[src/rtl/spi_txn_queue_if.sv]
// Host-side command/response channel bundle for spi_txn_queue.
// The host drives commands and accepts responses through the master modport; the queue uses the slave modport.
interface spi_txn_queue_if #(
  parameter int AW = 3
);
  logic          cmd_valid;
  logic          cmd_ready;
  logic [31:0]   cmd_data;
  logic [AW-1:0] cmd_addr;
  logic [1:0]    cmd_len;

  logic          rsp_valid;
  logic          rsp_ready;
  logic [31:0]   rsp_data;
  logic [AW-1:0] rsp_addr;

  modport master (
    output cmd_valid, cmd_data, cmd_addr, cmd_len, rsp_ready,
    input  cmd_ready, rsp_valid, rsp_data, rsp_addr
  );

  modport slave (
    input  cmd_valid, cmd_data, cmd_addr, cmd_len, rsp_ready,
    output cmd_ready, rsp_valid, rsp_data, rsp_addr
  );
endinterface

[src/rtl/spi_txn_queue.sv]
// Command/response queue in front of spi_master: buffers host commands, launches them one at a time,
// and returns each received word tagged with its slave address.
module spi_txn_queue #(
  parameter int SLAVE_COUNT = 8,
  parameter int DEPTH       = 4
) (
  input  logic                           clk,
  input  logic                           rst,
  input  logic                           enable,
  spi_txn_queue_if.slave                 host,
  output logic [$clog2(DEPTH):0]         cmd_count,
  output logic [$clog2(DEPTH):0]         rsp_count,
  output logic                           m_start_trans,
  input  logic                           m_busy,
  output logic [31:0]                    m_tx_data,
  output logic [$clog2(SLAVE_COUNT)-1:0] m_chipADDRS,
  output logic [1:0]                     m_transaction_length,
  input  logic [31:0]                    m_rx_data
);

  localparam int AW = $clog2(SLAVE_COUNT);
  localparam int PW = $clog2(DEPTH);
  localparam int CW = PW + 1;
  localparam logic [CW-1:0] FULL = CW'(DEPTH);

  localparam logic [2:0] IDLE      = 3'd0;
  localparam logic [2:0] LAUNCH    = 3'd1;
  localparam logic [2:0] WAIT_BUSY = 3'd2;
  localparam logic [2:0] WAIT_DONE = 3'd3;
  localparam logic [2:0] CAPTURE   = 3'd4;

  logic [31:0]   cmd_data_q [DEPTH];
  logic [31:0]   cmd_data_d [DEPTH];
  logic [AW-1:0] cmd_addr_q [DEPTH];
  logic [AW-1:0] cmd_addr_d [DEPTH];
  logic [1:0]    cmd_len_q  [DEPTH];
  logic [1:0]    cmd_len_d  [DEPTH];
  logic [PW-1:0] cmd_wr_q, cmd_wr_d;
  logic [PW-1:0] cmd_rd_q, cmd_rd_d;
  logic [CW-1:0] cmd_count_q, cmd_count_d;

  logic [31:0]   rsp_data_q [DEPTH];
  logic [31:0]   rsp_data_d [DEPTH];
  logic [AW-1:0] rsp_addr_q [DEPTH];
  logic [AW-1:0] rsp_addr_d [DEPTH];
  logic [PW-1:0] rsp_wr_q, rsp_wr_d;
  logic [PW-1:0] rsp_rd_q, rsp_rd_d;
  logic [CW-1:0] rsp_count_q, rsp_count_d;

  logic [2:0]    state_q, state_d;
  logic [31:0]   tx_q, tx_d;
  logic [AW-1:0] addr_q, addr_d;
  logic [1:0]    len_q, len_d;

  logic          cmd_ready_w;
  logic          cmd_push;
  logic          rsp_valid_w;
  logic          rsp_pop;
  logic          rsp_push;
  logic          pending;
  logic [CW:0]   rsp_reserved;
  logic          rsp_room;
  logic          launch;

  function automatic logic [31:0] mask_rx(input logic [31:0] d, input logic [1:0] l);
    logic [31:0] r;
    case (l)
      2'b00:   r = {24'h0, d[7:0]};
      2'b01:   r = {16'h0, d[15:0]};
      2'b10:   r = {8'h0, d[23:0]};
      default: r = d;
    endcase
    return r;
  endfunction

  assign cmd_ready_w  = (cmd_count_q != FULL);
  assign cmd_push     = host.cmd_valid & cmd_ready_w;
  assign rsp_valid_w  = (rsp_count_q != '0);
  assign rsp_pop      = rsp_valid_w & host.rsp_ready;
  assign rsp_push     = (state_q == CAPTURE);

  // A transfer in flight already owns one response slot, so capture can never overflow.
  assign pending      = (state_q != IDLE);
  assign rsp_reserved = {1'b0, rsp_count_q} + (CW+1)'(pending);
  assign rsp_room     = (rsp_reserved < (CW+1)'(DEPTH));

  assign launch = (state_q == IDLE) && enable && (cmd_count_q != '0) && rsp_room && !m_busy;

  always_comb begin
    state_d = state_q;
    case (state_q)
      IDLE:      if (launch) state_d = LAUNCH;
      LAUNCH:    state_d = WAIT_BUSY;
      WAIT_BUSY: if (m_busy) state_d = WAIT_DONE;
      WAIT_DONE: if (!m_busy) state_d = CAPTURE;
      CAPTURE:   state_d = IDLE;
      default:   state_d = IDLE;
    endcase
  end

  // The m_* registers double as the pending address/length used when the result is captured.
  always_comb begin
    tx_d   = tx_q;
    addr_d = addr_q;
    len_d  = len_q;
    if (launch) begin
      tx_d   = cmd_data_q[cmd_rd_q];
      addr_d = cmd_addr_q[cmd_rd_q];
      len_d  = cmd_len_q[cmd_rd_q];
    end
  end

  always_comb begin
    cmd_data_d  = cmd_data_q;
    cmd_addr_d  = cmd_addr_q;
    cmd_len_d   = cmd_len_q;
    cmd_wr_d    = cmd_wr_q;
    cmd_rd_d    = cmd_rd_q;
    if (cmd_push) begin
      cmd_data_d[cmd_wr_q] = host.cmd_data;
      cmd_addr_d[cmd_wr_q] = host.cmd_addr;
      cmd_len_d[cmd_wr_q]  = host.cmd_len;
      cmd_wr_d             = cmd_wr_q + 1'b1;
    end
    if (launch) begin
      cmd_rd_d = cmd_rd_q + 1'b1;
    end
    cmd_count_d = cmd_count_q + CW'(cmd_push) - CW'(launch);
  end

  always_comb begin
    rsp_data_d = rsp_data_q;
    rsp_addr_d = rsp_addr_q;
    rsp_wr_d   = rsp_wr_q;
    rsp_rd_d   = rsp_rd_q;
    if (rsp_push) begin
      rsp_data_d[rsp_wr_q] = mask_rx(m_rx_data, len_q);
      rsp_addr_d[rsp_wr_q] = addr_q;
      rsp_wr_d             = rsp_wr_q + 1'b1;
    end
    if (rsp_pop) begin
      rsp_rd_d = rsp_rd_q + 1'b1;
    end
    rsp_count_d = rsp_count_q + CW'(rsp_push) - CW'(rsp_pop);
  end

  always_ff @(posedge clk or negedge rst) begin
    if (!rst) begin
      for (int i = 0; i < DEPTH; i++) begin
        cmd_data_q[i] <= '0;
        cmd_addr_q[i] <= '0;
        cmd_len_q[i]  <= '0;
        rsp_data_q[i] <= '0;
        rsp_addr_q[i] <= '0;
      end
      cmd_wr_q    <= '0;
      cmd_rd_q    <= '0;
      cmd_count_q <= '0;
      rsp_wr_q    <= '0;
      rsp_rd_q    <= '0;
      rsp_count_q <= '0;
      state_q     <= IDLE;
      tx_q        <= '0;
      addr_q      <= '0;
      len_q       <= '0;
    end else begin
      cmd_data_q  <= cmd_data_d;
      cmd_addr_q  <= cmd_addr_d;
      cmd_len_q   <= cmd_len_d;
      rsp_data_q  <= rsp_data_d;
      rsp_addr_q  <= rsp_addr_d;
      cmd_wr_q    <= cmd_wr_d;
      cmd_rd_q    <= cmd_rd_d;
      cmd_count_q <= cmd_count_d;
      rsp_wr_q    <= rsp_wr_d;
      rsp_rd_q    <= rsp_rd_d;
      rsp_count_q <= rsp_count_d;
      state_q     <= state_d;
      tx_q        <= tx_d;
      addr_q      <= addr_d;
      len_q       <= len_d;
    end
  end

  assign host.cmd_ready = cmd_ready_w;
  assign host.rsp_valid = rsp_valid_w;
  assign host.rsp_data  = rsp_data_q[rsp_rd_q];
  assign host.rsp_addr  = rsp_addr_q[rsp_rd_q];

  assign cmd_count            = cmd_count_q;
  assign rsp_count            = rsp_count_q;
  assign m_start_trans        = (state_q == LAUNCH);
  assign m_tx_data            = tx_q;
  assign m_chipADDRS          = addr_q;
  assign m_transaction_length = len_q;

endmodule
[src/flat_wrapper.sv]
// flat-port wrapper written by rule: the top's interface ports become plain ports
module spi_txn_queue_flat 
#(
  parameter int SLAVE_COUNT = 8,
  parameter int DEPTH       = 4
)
  (clk, rst, enable, cmd_count, rsp_count, m_start_trans, m_busy, m_tx_data, m_chipADDRS, m_transaction_length, m_rx_data, host_cmd_valid, host_cmd_data, host_cmd_addr, host_cmd_len, host_rsp_ready, host_cmd_ready, host_rsp_valid, host_rsp_data, host_rsp_addr);
  spi_txn_queue_if host_i ();
  input  logic clk;
  input  logic rst;
  input  logic enable;
  output logic [$clog2(DEPTH):0] cmd_count;
  output logic [$clog2(DEPTH):0] rsp_count;
  output logic m_start_trans;
  input  logic m_busy;
  output logic [31:0] m_tx_data;
  output logic [$clog2(SLAVE_COUNT)-1:0] m_chipADDRS;
  output logic [1:0] m_transaction_length;
  input  logic [31:0] m_rx_data;
  input wire logic [$bits(host_i.cmd_valid)-1:0] host_cmd_valid;
  input wire logic [$bits(host_i.cmd_data)-1:0] host_cmd_data;
  input wire logic [$bits(host_i.cmd_addr)-1:0] host_cmd_addr;
  input wire logic [$bits(host_i.cmd_len)-1:0] host_cmd_len;
  input wire logic [$bits(host_i.rsp_ready)-1:0] host_rsp_ready;
  output wire logic [$bits(host_i.cmd_ready)-1:0] host_cmd_ready;
  output wire logic [$bits(host_i.rsp_valid)-1:0] host_rsp_valid;
  output wire logic [$bits(host_i.rsp_data)-1:0] host_rsp_data;
  output wire logic [$bits(host_i.rsp_addr)-1:0] host_rsp_addr;
  assign host_i.cmd_valid = host_cmd_valid;
  assign host_i.cmd_data = host_cmd_data;
  assign host_i.cmd_addr = host_cmd_addr;
  assign host_i.cmd_len = host_cmd_len;
  assign host_i.rsp_ready = host_rsp_ready;
  assign host_cmd_ready = host_i.cmd_ready;
  assign host_rsp_valid = host_i.rsp_valid;
  assign host_rsp_data = host_i.rsp_data;
  assign host_rsp_addr = host_i.rsp_addr;
  spi_txn_queue #(.SLAVE_COUNT(SLAVE_COUNT), .DEPTH(DEPTH)) u_core (.clk(clk), .rst(rst), .enable(enable), .host(host_i), .cmd_count(cmd_count), .rsp_count(rsp_count), .m_start_trans(m_start_trans), .m_busy(m_busy), .m_tx_data(m_tx_data), .m_chipADDRS(m_chipADDRS), .m_transaction_length(m_transaction_length), .m_rx_data(m_rx_data));
endmodule
[config.mk]
export PLATFORM = sky130hd
export DESIGN_NAME = spi_txn_queue_flat
export DESIGN_NICKNAME = d
export VERILOG_FILES = /design/src/rtl/spi_txn_queue_if.sv /design/src/rtl/spi_txn_queue.sv /design/src/flat_wrapper.sv
export SDC_FILE = /design/constraint.sdc
export NUM_CORES = 1
export LEC_CHECK = 0
export ABC_AREA = 1
export BUFFER_PORTS_ARGS = -buffer_cell sky130_fd_sc_hd__buf_4
export CAP_MARGIN = 20
export CORE_ASPECT_RATIO = 0.5
export CORE_MARGIN = 4
export CORE_UTILIZATION = 64
export DETAILED_ROUTE_END_ITERATION = 8
export PLACE_DENSITY_LB_ADDON = 0.25
export SYNTH_ARGS = -nofsm -noshare
export SYNTH_HDL_FRONTEND = slang
export SYNTH_SLANG_ARGS = --single-unit
[constraint.sdc]
create_clock -name clk -period 4.1 [get_ports clk]
set_input_delay 0.205 -clock clk [delete_from_list [all_inputs] [get_ports clk]]
set_output_delay 0.205 -clock clk [all_outputs]
set_load 0.05 [all_outputs]
== Word-level counts from Yosys, hierarchy flattened ==
Index checks and enable logic that the tools add are counted.

* Register bits: 342
* Word-level logic and storage cells: 111
* Output and inout bits: 81

* Reduce and logical (&&, ||, !) cells: 13
* Multiplexer cells: 36
* Equality and inequality tests: 10
* $add $sub $neg: 9
* Bitwise logic cells: 6
* Order comparisons: 7

{| class="wikitable"
|+ Operators with widths
! kind !! count
|-
| bitwise mux 128 bit || 2
|-
| 2-to-1 mux 32 bit || 7
|-
| binary-select mux 32 bit (select 2 bit) || 2
|-
| demux 32 bit (select 2 bit) || 2
|-
| one-hot mux 32 bit (3 select lines) || 1
|-
| 2-to-1 mux 3 bit || 9
|-
| bitwise mux 12 bit || 2
|-
| binary-select mux 3 bit (select 2 bit) || 2
|-
| demux 3 bit (select 2 bit) || 2
|-
| greater-or-equal comparator 3 bit (second input constant) || 4
|-
| inverter 2 -> 3 bit || 4
|-
| one-hot mux 3 bit (4 select lines) || 1
|-
| nonzero test 3 bit || 3
|-
| adder 2 x 1 -> 2 bit (second input constant) || 4
|-
| bitwise mux 8 bit || 1
|-
| adder 3 x 1 -> 3 bit || 2
|-
| equality test 3 x 2 -> 1 bit (second input constant) || 2
|-
| logical AND 1 bit || 6
|-
| less-than comparator 3 x 1 -> 1 bit (second input constant) || 2
|-
| 2-to-1 mux 2 bit || 3
|-
| subtractor 3 x 1 -> 3 bit || 2
|-
| adder 3 x 1 -> 4 bit || 1
|-
| binary-select mux 2 bit (select 2 bit) || 1
|-
| demux 2 bit (select 2 bit) || 1
|-
| 13 further kinds || 15
|}

== Logic depth before layout (Yosys ltp) ==
* Depth after elaboration: 7
* Mapped depth: 13
* Gate-level depth less buffers: 12

== Worst setup path before layout ==
No wires, ideal clock.

* Path type: reg-to-reg
* From: register u_core.rsp_count_q[2], in the netlist u_core.rsp_count[2]
* To: register u_core.cmd_count_q[2], in the netlist u_core.cmd_count[2]
* Path buffers: 1
* Library setup time: 129 ps
* Data arrival time: 2307 ps
* Stages on the path, launching flop included: 14
* Data required time: 3971 ps
* Slack: 1664 ps
* Path through: dfrtp_1 > inv_1 > nand3_1 > nor2_2 > nand2_2 > inv_2 > buf_2 > ha_1 > inv_1 > ha_1 > inv_1 > fa_1 > xnor2_1 > xor2_1

* Word-level cells in the longest chain between the ends: 5

{| class="wikitable"
|+ Ends and longest elaborated chain
! what !! line !! RTL
|-
| start: declaration || spi_txn_queue.sv:48 || <nowiki>logic [CW-1:0] rsp_count_q, rsp_count_d;</nowiki>
|-
| start signal: assignment || spi_txn_queue.sv:177 || <nowiki>rsp_count_q <= rsp_count_d;</nowiki>
|-
| adder 3 x 1 -> 4 bit || spi_txn_queue.sv:84 || <nowiki>assign rsp_reserved = {1'b0, rsp_count_q} + (CW+1)'(pending);</nowiki>
|-
| less-than comparator 4 x 3 -> 1 bit || spi_txn_queue.sv:85 || <nowiki>assign rsp_room = (rsp_reserved < (CW+1)'(DEPTH));</nowiki>
|-
| logical AND 1 bit (2 in series) || spi_txn_queue.sv:87 || <nowiki>assign launch = (state_q == IDLE) && enable && (cmd_count_q != '0) && rsp_room && !m_busy;</nowiki>
|-
| named net u_core.launch || spi_txn_queue.sv:63 || <nowiki>logic launch;</nowiki>
|-
| subtractor 3 x 1 -> 3 bit || spi_txn_queue.sv:128 || <nowiki>cmd_count_d = cmd_count_q + CW'(cmd_push) - CW'(launch);</nowiki>
|-
| named net u_core.cmd_count_d[2] || spi_txn_queue.sv:40 || <nowiki>logic [CW-1:0] cmd_count_q, cmd_count_d;</nowiki>
|-
| end signal: assignment || spi_txn_queue.sv:174 || <nowiki>cmd_count_q <= cmd_count_d;</nowiki>
|-
| end: declaration || spi_txn_queue.sv:40 ||
|}

The timed path passes the listed nets, and every way through them passes these cells.
A chain may end at the register's enable or synchronous reset.

== Worst setup path in the final report ==
* From: register u_core.rsp_rd_q[0]
* To: output port host_rsp_data[6]

* Word-level cells in the longest chain between the ends: 4

{| class="wikitable"
|+ Ends and longest elaborated chain
! what !! line !! RTL
|-
| start: declaration || spi_txn_queue.sv:47 || <nowiki>logic [PW-1:0] rsp_rd_q, rsp_rd_d;</nowiki>
|-
| start signal: assignment || spi_txn_queue.sv:176 || <nowiki>rsp_rd_q <= rsp_rd_d;</nowiki>
|-
| inverter 2 -> 3 bit (not written as such) || spi_txn_queue.sv:187 || <nowiki>assign host.rsp_data = rsp_data_q[rsp_rd_q];</nowiki>
|-
| binary-select mux 32 bit (select 2 bit) || spi_txn_queue.sv:187 ||
|-
| 2-to-1 mux 32 bit (not written as such) (2 in series) || spi_txn_queue.sv:187 ||
|-
| end: declaration || flat_wrapper.sv:27 || <nowiki>output wire logic [$bits(host_i.rsp_data)-1:0] host_rsp_data;</nowiki>
|}

No other way between the ends. The select of a mux whose other input is x is not followed.

==> results.md <==
- Status: finished clean
- HPWL after DPL: 21700 um
- Count of input and output buffers: 155
- Headroom to the max-slew limit: 0.266
- Placed cell count: 2235
- Clk_lat worst skew: 560 ps
- Prevailing post-synth register cell: dfrtp_1
- Hold slack: 23.3 ps
- Worst reg-to-reg setup slack: 1550 ps
- Rows: 39
- CTS root buffer: clkbuf_16
- Die Wd: 228 um
- Fin area: 18100 um^2
- Initial antenna violation count: 0
- # nets final: 2110
- CTS Buf Count: 29
- Critical path arrival: 2500 ps
- Via count: 13200
- Final setup viols: 0
- RD Place Congestion: 0.778
- Placed inst area: 16600 um^2
- Slowest cell on crit path: dfrtp_2
- CP cell instances: buf_4 > o21ai_0 > o22ai_1 > buf_4
- Post-synthesis cell area: 15500 um^2
- Vias in the first global route: 12900
- P_leak: 9.05 nW
- Worst-path maximum fanout: 44
- Ys async rst share: 1.00
- Fin cells: 2347
- WP data required: 3890 ps
- Initial Utilization: 0.665
- Final hold violations: 0
- Mapped Cells: 1875
- Post-layout util: 0.776
- Share of cells above drive strength 1: 0.120
- Area Overhead vs Synth: 16.7%
- # resized after CTS: 0
- HP Class: in2reg
- Pwr Density: 870 nW/um^2
- Syn Area/Cell: 8.26 um^2
- Die height: 118 um
- Max clock buf depth: 3
- Core area: 23300 um^2
- Setup CP Type: reg2out
- First-pass GRT wire length: 64200 um
- Syn nets: 1965
- Ys Warns: 0
- Fmax: 370 MHz
- Post-CTS setup buffer count: 0
- RSZ-0062 raised after global routing: false
- Post-Route Setup TNS: 0 ps
- Largest net degree at the start of global routing: 131
- Die ar.: 26900 um^2
- CTS tree: yes
- GRT Total Usage: 0.284
- First drt pass iteration count: 5
- Slowest stage delay, CP: 720 ps
- Max Slew Vio Count: 0
- Antenna viol nets, final: 0
- Final setup skew: 9.07 ps
- Post-route DRC: 0
- Global route overflow: 0
- CP dominant cell by count: buf_4
- DR vias/cell: 5.63
- Drt total wl: 38500 um
- Element type at the critical path start: flip-flop
- Fin crit share: 0.659
- Max cap viols: 0
- CP Capture Type: output port
- Seq/Total Area, Yosys: 0.553
- # clock sinks: 342
- Min cycle time layout: 2700 ps
- ANT cells: 0
- Post-CTS Hold Buffers: 61
- Peak supply drop: 0.560 mV
- WL/cell: 16.4 um
- CTS clock-pin slew for the worst setup and hold paths: 70 ps
- Fill count: 1631
- Synth cell types: 29
- Boundary Pins: 156
- FF+latch count, synth: 342
- Worst Tran Pin Value: 1100 ps
- DR iter-0 viols: 1510
- EDFF count, synth: 0
- H-tree Lvls: 1
[cells in the final DEF (no fill, tap or decap)]
master and count:
nand2_1 694, dfrtp_1 339, o21ai_0 191, buf_4 167, o21ai_1 144, inv_1 123
nor2_1 98, dlygate4sd3_1 61, a21oi_1 39, o211ai_1 37, o22ai_1 35, clkbuf_16 29
ha_1 13, clkinv_2 10, inv_2 9, clkbuf_1 6, clkbuf_8 6, nand2_4 5
xor2_1 5, nor2_4 4, nand2_2 3, nand3_1 3, xnor2_1 3, nor2_2 2
fa_1 2, buf_12 2, dfrtp_2 2, inv_4 1, nand3_2 1, clkinv_1 1
o21bai_1 1, nand4_1 1, buf_8 1, buf_16 1, dfrtp_4 1
[synthesized netlist by cell type (35+ instances only)]
library cell  number  share of area
o22ai_1           35          0.014
o211ai_1          37          0.018
o21ai_0          191          0.062
nand2_1          694           0.17
o21ai_1          144          0.047
inv_1            123          0.030
a21oi_1           39          0.013
dfrtp_1          342           0.55
buf_2             49          0.016
clkbuf_1          42          0.010
nor2_1            98          0.024
[registers in the layout, indices dropped and copies added, names as in the netlist, 3 cells and up]
name and flops:
u_core.cmd_addr_q 12, u_core.rsp_count 3, u_core.cmd_count 3, u_core.cmd_len_q 8, u_core.rsp_addr_q 12, u_core.m_tx_data 32, u_core.cmd_data_q 128, u_core.state_q 3
u_core.m_chipADDRS 3, u_core.rsp_data_q 128
[routing by layer]
metal  share of wire  wire length (um)  track usage
met3           0.064              2480       0.0394
met5               0                 0            0
met1            0.43             16400        0.395
met4           0.022               857       0.0794
met2            0.49             18700        0.474
[path summary, 6_finish.rpt]
| kind | start | endpoint | cells after the start |
|---|---|---|---|
| worst max-delay path | u_core.rsp_rd_q[0] | host_rsp_data[6] | 4 |
| worst min-delay path | host_rsp_ready | u_core.rsp_rd_q[0] | 4 |
| worst max register to register | u_core.cmd_count[2] | u_core.cmd_count[2] | 12 |
| worst min register to register | u_core.rsp_data_q[95] | u_core.rsp_data_q[95] | 2 |
| max in group asynchronous | rst | u_core.cmd_data_q[25] | 3 |
| min in group asynchronous | rst | u_core.cmd_data_q[104] | 2 |
[stage by stage]
| step | setup slack, ps | power, mW |
|---|---|---|
| floorplan | 1660 | 11.0 |
| global route | 1300 | 16.8 |
| global placement | 1660 | 12.7 |
| detailed placement | 1590 | 13.0 |
| CTS | 1420 | 15.7 |
| finish | 1400 | 15.7 |
[area by class of cell]
type | count | area [um^2] | share of cell area
Tap cell | 307 | 384 | 0.0213
Timing Repair Buffer | 232 | 1950 | 0.108
Multi-Input combinational cell | 1281 | 5790 | 0.320
Sequential cell | 342 | 8560 | 0.474
Inverter | 134 | 505 | 0.0280
Clock buffer | 41 | 831 | 0.0460
Clock inverter | 10 | 50.0 | 0.00277
[logic make-up (layout without fill, tap and decap cells)]
| kind of cell | Yosys count | after routing | share of synthesized area |
|---|---|---|---|
| xor+xnor | 8 | 8 | 0.00453 |
| simple gates | 811 | 811 | 0.202 |
| buf+inv | 252 | 417 | 0.0740 |
| compound gates | 447 | 447 | 0.154 |
| flops | 342 | 342 | 0.553 |
| fa+ha+maj | 15 | 15 | 0.0131 |
[where the power goes]
part | switching, mW | internal, mW
clock network | 1.22 | 1.40
registers | 0.993 | 4.91
logic | 4.92 | 2.27
total | 7.14 | 8.58
[critical path, delay by kind of cell, from the launching register on]
family	cells	cell delay [ps]
flip-flops	1	720
AO/OA/AOI/OAI	2	470
buffers and inverters	2	720
(Power assumes the default switching activity.)
